$ cat src/rtl/rcb_pkg.sv
// ============================================================================
// Module      : rcb_pkg
// Description : Shared types and constants for the RCB write-side stage.
// Revision    : 1.0 - initial release
// ============================================================================
`default_nettype none

package rcb_pkg;

  typedef enum logic [2:0] {
    ST_IDLE     = 3'd0,
    ST_RD_ISSUE = 3'd1,
    ST_RD_WAIT  = 3'd2,
    ST_WRITE    = 3'd3,
    ST_RECOVER  = 3'd4
  } rcb_wr_state_e;

  localparam int c_rd_latency_min = 1;
  localparam int c_rd_latency_max = 4;
  localparam int c_lat_cnt_width  = $clog2(c_rd_latency_max);

  localparam int c_rcb_ram_width  = 64;
  localparam int c_rcb_byte_lanes = c_rcb_ram_width / 8;

  function automatic int byte_lanes(input int width);
    return width / 8;
  endfunction

endpackage

`default_nettype wire

$ cat src/rtl/rcb_byte_merge.sv
// ============================================================================
// Module      : rcb_byte_merge
// Description : Per-byte select between new write data and the old RAM word.
// Revision    : 1.0 - initial release
// ============================================================================
`default_nettype none

module rcb_byte_merge
  import rcb_pkg::*;
#(
  parameter int LANES = c_rcb_byte_lanes
) (
  input  logic [LANES*8-1:0] new_data,
  input  logic [LANES*8-1:0] old_data,
  input  logic [LANES-1:0]   byte_en,
  output logic [LANES*8-1:0] merged
);

  for (genvar i = 0; i < LANES; i++) begin : g_lane
    assign merged[i*8 +: 8] = byte_en[i] ? new_data[i*8 +: 8] : old_data[i*8 +: 8];
  end

endmodule

`default_nettype wire

$ cat src/rtl/rcb_hpb_writer.sv
// ============================================================================
// Module      : rcb_hpb_writer
// Description : Commits host bus writes to the RCB RAM, doing read-modify-write
//               for partial byte enables; lookup reads own the read port first.
// Revision    : 1.0 - initial release
// ============================================================================
`default_nettype none

module rcb_hpb_writer
  import rcb_pkg::*;
#(
  parameter int RCB_RAM_ADDR_WIDTH = 14,
  parameter int RCB_RAM_WIDTH      = 64,
  parameter int RD_LATENCY         = 2
) (
  input  logic                          clk,
  input  logic                          reset_n,
  input  logic [RCB_RAM_ADDR_WIDTH-1:0] hpb_wr_addr,
  input  logic [RCB_RAM_WIDTH-1:0]      hpb_wr_data,
  input  logic [RCB_RAM_WIDTH/8-1:0]    hpb_wr_byte_en,
  input  logic                          hpb_wr_req,
  output logic                          rcb_wr_done,
  input  logic                          lkp_rd_en,
  input  logic [RCB_RAM_ADDR_WIDTH-1:0] lkp_rd_addr,
  output logic [RCB_RAM_WIDTH-1:0]      lkp_rd_data,
  output logic                          lkp_rd_valid,
  output logic                          ram_rd_en,
  output logic [RCB_RAM_ADDR_WIDTH-1:0] ram_rd_addr,
  input  logic [RCB_RAM_WIDTH-1:0]      ram_rd_data,
  output logic                          ram_wr_en,
  output logic [RCB_RAM_ADDR_WIDTH-1:0] ram_wr_addr,
  output logic [RCB_RAM_WIDTH-1:0]      ram_wr_data,
  output logic [31:0]                   stat_wr_count,
  output logic [15:0]                   stat_stall_count
);

  localparam int LANES = byte_lanes(RCB_RAM_WIDTH);
  localparam logic [c_lat_cnt_width-1:0] c_lat_last = c_lat_cnt_width'(RD_LATENCY - 1);
  localparam logic [c_lat_cnt_width-1:0] c_lat_one  = c_lat_cnt_width'(1);

  rcb_wr_state_e r_state, w_next;

  logic [RCB_RAM_ADDR_WIDTH-1:0] r_addr;
  logic [RCB_RAM_WIDTH-1:0]      r_data;
  logic [LANES-1:0]              r_be;
  logic [RCB_RAM_WIDTH-1:0]      r_merged;
  logic [RCB_RAM_WIDTH-1:0]      w_merged;
  logic [c_lat_cnt_width-1:0]    r_lat_cnt;
  logic [31:0]                   r_wr_count;
  logic [15:0]                   r_stall_count;

  logic w_accept, w_rmw_rd, w_stall, w_merge_load, w_done;

  rcb_byte_merge #(
    .LANES (LANES)
  ) u_merge (
    .new_data (r_data),
    .old_data (ram_rd_data),
    .byte_en  (r_be),
    .merged   (w_merged)
  );

  always_comb begin
    w_next       = r_state;
    w_accept     = 1'b0;
    w_rmw_rd     = 1'b0;
    w_stall      = 1'b0;
    w_merge_load = 1'b0;
    w_done       = 1'b0;
    case (r_state)
      ST_IDLE: begin
        if (hpb_wr_req) begin
          w_accept = 1'b1;
          // Full-word and empty writes need no old data.
          w_next   = (&hpb_wr_byte_en || ~|hpb_wr_byte_en) ? ST_WRITE : ST_RD_ISSUE;
        end
      end
      ST_RD_ISSUE: begin
        if (lkp_rd_en) begin
          w_stall = 1'b1;
        end else begin
          w_rmw_rd = 1'b1;
          w_next   = ST_RD_WAIT;
        end
      end
      ST_RD_WAIT: begin
        if (r_lat_cnt == c_lat_last) begin
          w_merge_load = 1'b1;
          w_next       = ST_WRITE;
        end
      end
      ST_WRITE: begin
        w_done = 1'b1;
        w_next = ST_RECOVER;
      end
      ST_RECOVER: w_next = ST_IDLE;
      default:    w_next = ST_IDLE;
    endcase
  end

  always_ff @(posedge clk or negedge reset_n) begin
    if (!reset_n) begin
      r_state       <= ST_IDLE;
      r_addr        <= '0;
      r_data        <= '0;
      r_be          <= '0;
      r_merged      <= '0;
      r_lat_cnt     <= '0;
      r_wr_count    <= '0;
      r_stall_count <= '0;
    end else begin
      r_state <= w_next;
      if (w_accept) begin
        r_addr <= hpb_wr_addr;
        r_data <= hpb_wr_data;
        r_be   <= hpb_wr_byte_en;
      end
      if (w_rmw_rd) begin
        r_lat_cnt <= '0;
      end else if (r_state == ST_RD_WAIT) begin
        r_lat_cnt <= r_lat_cnt + c_lat_one;
      end
      if (w_merge_load) begin
        r_merged <= w_merged;
      end
      if (w_done) begin
        r_wr_count <= r_wr_count + 32'd1;
      end
      if (w_stall && (r_stall_count != 16'hFFFF)) begin
        r_stall_count <= r_stall_count + 16'd1;
      end
    end
  end

  // Lookup always wins the read port; the RMW read only issues when it is free.
  assign ram_rd_en   = lkp_rd_en | w_rmw_rd;
  assign ram_rd_addr = lkp_rd_en ? lkp_rd_addr : (w_rmw_rd ? r_addr : '0);
  assign ram_wr_en   = w_done & (|r_be);
  assign ram_wr_addr = ram_wr_en ? r_addr : '0;
  assign ram_wr_data = ram_wr_en ? ((&r_be) ? r_data : r_merged) : '0;

  assign rcb_wr_done      = w_done;
  assign lkp_rd_data      = ram_rd_data;
  assign stat_wr_count    = r_wr_count;
  assign stat_stall_count = r_stall_count;

  if (RD_LATENCY == 1) begin : g_lkp_pipe_one
    logic r_lkp_valid;
    always_ff @(posedge clk or negedge reset_n) begin
      if (!reset_n) r_lkp_valid <= 1'b0;
      else          r_lkp_valid <= lkp_rd_en;
    end
    assign lkp_rd_valid = r_lkp_valid;
  end else begin : g_lkp_pipe_multi
    logic [RD_LATENCY-1:0] r_lkp_pipe;
    always_ff @(posedge clk or negedge reset_n) begin
      if (!reset_n) r_lkp_pipe <= '0;
      else          r_lkp_pipe <= {r_lkp_pipe[RD_LATENCY-2:0], lkp_rd_en};
    end
    assign lkp_rd_valid = r_lkp_pipe[RD_LATENCY-1];
  end

endmodule

`default_nettype wire

$ cat config.mk
export PLATFORM = sky130hd
export DESIGN_NAME = rcb_hpb_writer
export DESIGN_NICKNAME = d
export VERILOG_FILES = /design/src/rtl/rcb_pkg.sv /design/src/rtl/rcb_byte_merge.sv /design/src/rtl/rcb_hpb_writer.sv
export SDC_FILE = /design/constraint.sdc
export NUM_CORES = 1
export LEC_CHECK = 0
export ABC_AREA = 0
export CAP_MARGIN = 20
export CORE_ASPECT_RATIO = 1.25
export CORE_MARGIN = 2
export CORE_UTILIZATION = 46
export CTS_CLUSTER_DIAMETER = 120
export DETAILED_ROUTE_END_ITERATION = 8
export PLACE_DENSITY = 0.9
export SKIP_LAST_GASP = 1
export SYNTH_ARGS = -nofsm -noshare
export SYNTH_HDL_FRONTEND = slang
export SYNTH_SLANG_ARGS = --single-unit
$ cat constraint.sdc
create_clock -name clk -period 2.85 [get_ports clk]
set_clock_uncertainty 0.2 [all_clocks]
set_input_delay 0.855 -clock clk [delete_from_list [all_inputs] [get_ports clk]]
set_output_delay 0.855 -clock clk [all_outputs]
set_load 0.1 [all_outputs]
==> qor.csv <==
metric,value,unit
Startpoint Class,flop,
Critical Path End Type,output port,
metal3 WL,2371,um
CTS H-tree lvls,1,
total CTS buffers,22,
outcome,"finished, violations left",
final wirelength,38690,um
Final ANT Viol Nets,0,
R2R Setup Slk,0.11,ns
count of final setup violators,95,
DIE AREA,23940,sq um
worst skew pair latency,0.51,ns
max-cap violations,0,
clock slew at reported path FFs,0.06,ns
ant diodes,0,
top cell type's share of synthesized area,49.11,%
final max-slew violation count,0,
final setup margin,-0.4273,ns
via density per instance,5.727,
crit-path max FO,33,
Setup crit end,ram_wr_data[49],
largest area contributor in the netlist,dfrtp_1,
Iteration-0 DRC Markers,523,
Seq cells post-synth,205,
largest net degree at the start of global routing,79,
multi-input logic area,5503,sq um
wl on met1,13560,um
Slew HR,49.92,%
final period utilization,115.0,%
CP Class,flop to output port,
Setup Slack @ Placement,-0.3541,ns
number of detailed-route iterations in the first pass,5,
synthesized instance count,1022,
"Area growth, synth to finish",74.01,%
post-synthesis average cell area,10.22,sq um
"EDFF count, synth",0,
initial antenna violation count,0,
PortBufs,375,
gr ovfl total,0,
Netlist Area Pre-Place,10450,sq um
top-count cell post-synth,dfrtp_1,
sequential fraction of the synthesis area,49.11,%
Syn Nets,1193,
row count,61,
filler cell count,1081,
DRC,0,
min-delay worst type,input port to async pin,
first-pass GRT wire length,59820,um
share of cells above drive strength 1,40.09,%
CTS tree,built,
GRT Util Overall,31.73,%
failing checks,setup timing,
Core Area,22290,sq um
wire per inst,23.03,um
r2r endpoint,r_lat_cnt[1],
Yosys warning count,0,
HPWL after DPL,25730,um
Tmin final,3.277,ns
placed insts,1596,
Fin Setup TNS,-31.36,ns
Synth cell types,40,
most instantiated cells after synthesis,"dfrtp_1 (205), nand2_1 (152), a21oi_1 (135)",
Slew @ Worst Pin,0.7450,ns
Sink Count,205,
maximum clock path buffer count,3,
FF-to-FF Start,r_state[1],
Initial Util,46.87,%
ranking of synthesized cells by area,"dfrtp_1 (49%), mux2_2 (9.4%), a21oi_1 (6.5%)",
Max Used Layer,met4,
R2R cell count,17,
Layout Cells excl Fill,1680,
Worst Path Arrival,2.22,ns
vias,9621,
Worst Path Required,1.80,ns
power per cell area,979.0,nW/um^2
die width,138.8,um
Sequential cell area,5131,sq um
"Async S/R FF share, synth",100.0,%
Main synth FF type,dfrtp_1,
Worst IR Drop VDD,815.5,uV
unrepaired setup endpoints after global routing,true,
die height,172.5,um
nets,1552,
# IOs,376,
number of global-route vias before repair,10560,
Lkg Pwr,0.007873,uW
Root Driver,clkbuf_16,
final hold viol count,0,
CP startpoint,r_be[0],
Placer Congestion,0.8542,
fmax,305.1,MHz
met2 WL post-DR,20640,um
## worst max-delay path: stages (launching register included)
cell	delay [ns]
dfrtp_1	0.39
buf_6	0.12
nand4_1	0.15
buf_4	0.15
or2_4	0.14
buf_12	0.21
nand2_1	0.13
a21oi_4	0.21
buf_12	0.19
## layer usage
metal  vias to the layer above  GRT usage (%)
met5                         -              0
met4                         0          15.72
met3                       152          5.456
met2                       508          58.92
met1                      4786          35.22
li1                       4175              -
## where the power goes
| group | internal, uW | switching [uW] | total [uW] |
|---|---|---|---|
| registers | 4030 | 1020 | 5040 |
| clock network | 1860 | 1220 | 3080 |
| logic | 3920 | 5750 | 9670 |
| total | 9810 | 7990 | 17800 |
## cell type report
type                            instances  share of cell area [%]
Clock buffer                           31                   3.552
Clock inverter                          9                  0.7091
Inverter                               10                  0.2547
Multi-Input combinational cell        682                   30.28
Sequential cell                       205                   28.23
Tap cell                              283                   1.948
Timing Repair Buffer                  460                   35.03
## cells in the final DEF (no fill, tap or decap), types with 4 or more instances in the layout
cell | netlist | routed
inv_1 | 8 | 7
buf_16 | 0 | 12
clkdlybuf4s50_1 | 0 | 165
a21oi_4 | 0 | 64
a21oi_1 | 135 | 70
nand4_1 | 14 | 14
nor2_1 | 83 | 80
clkbuf_8 | 0 | 5
nand2_1 | 152 | 132
and3_4 | 0 | 14
nor4_2 | 7 | 9
xor2_1 | 16 | 16
a22o_4 | 0 | 14
mux2_2 | 87 | 87
clkbuf_16 | 0 | 24
and4_1 | 4 | 4
nand3_1 | 21 | 21
buf_12 | 0 | 175
nor3_1 | 6 | 5
buf_6 | 6 | 11
buf_4 | 70 | 93
xnor2_1 | 29 | 29
clkbuf_1 | 25 | 4
and3_1 | 20 | 6
nand2_2 | 0 | 19
mux2i_1 | 64 | 64
clkinv_2 | 0 | 4
dfrtp_1 | 205 | 204
## sequential cells by signal, indices dropped and copies added, names as in the netlist
name and cells:
g_lkp_pipe_multi.r_lkp_pipe 2, r_addr 14, r_be 8, r_data 64, r_lat_cnt 2, r_merged 64
r_state 3, stat_stall_count 16, stat_wr_count 32
## worst min path at each step
stage / from / depth (start not counted) / slack, ns / endpoint
finish: reset_n / 1 / 0.06 / r_data[12]
global route: reset_n / 1 / 0.08 / r_data[12]
CTS: reset_n / 1 / 0.07 / r_merged[15]
detailed placement: g_lkp_pipe_multi.r_lkp_pipe[0] / 0 / 0.14 / g_lkp_pipe_multi.r_lkp_pipe[1]
global placement: g_lkp_pipe_multi.r_lkp_pipe[0] / 0 / 0.14 / g_lkp_pipe_multi.r_lkp_pipe[1]
floorplan: g_lkp_pipe_multi.r_lkp_pipe[0] / 0 / 0.13 / g_lkp_pipe_multi.r_lkp_pipe[1]
## through the flow
step / power (uW) / hold WS [ns] / cell area, sq um / utilization, %
floorplan: 10960 / 0.1312 / 11380 / -
global placement: 13580 / 0.1373 / 16610 / 74.53
detailed placement: 13940 / 0.1386 / 16610 / 74.53
CTS: 17640 / 0.06670 / 18100 / 81.24
global route: 18470 / 0.07976 / 18170 / 81.55
finish: 17790 / 0.06154 / 18170 / 81.55
## kinds of logic after synthesis
logic type	Yosys count	synth area share, %
mux	151	15.51
compound gates	155	8.086
fa+ha+maj	3	0.3594
simple gates	328	15.07
flops	205	49.11
xor+xnor	45	3.773
buf+inv	135	8.086
## repair_timing
item / CTS / global route
cloned: 8 / 0
pin swaps: 15 / 10
hold buffers: 0 / 0
buffers inserted: 37 / 7
endpoints found under the setup margin: 95 / 97
gates resized for setup: 52 / 30
No activity file was read; power rests on OpenSTA's default activity.
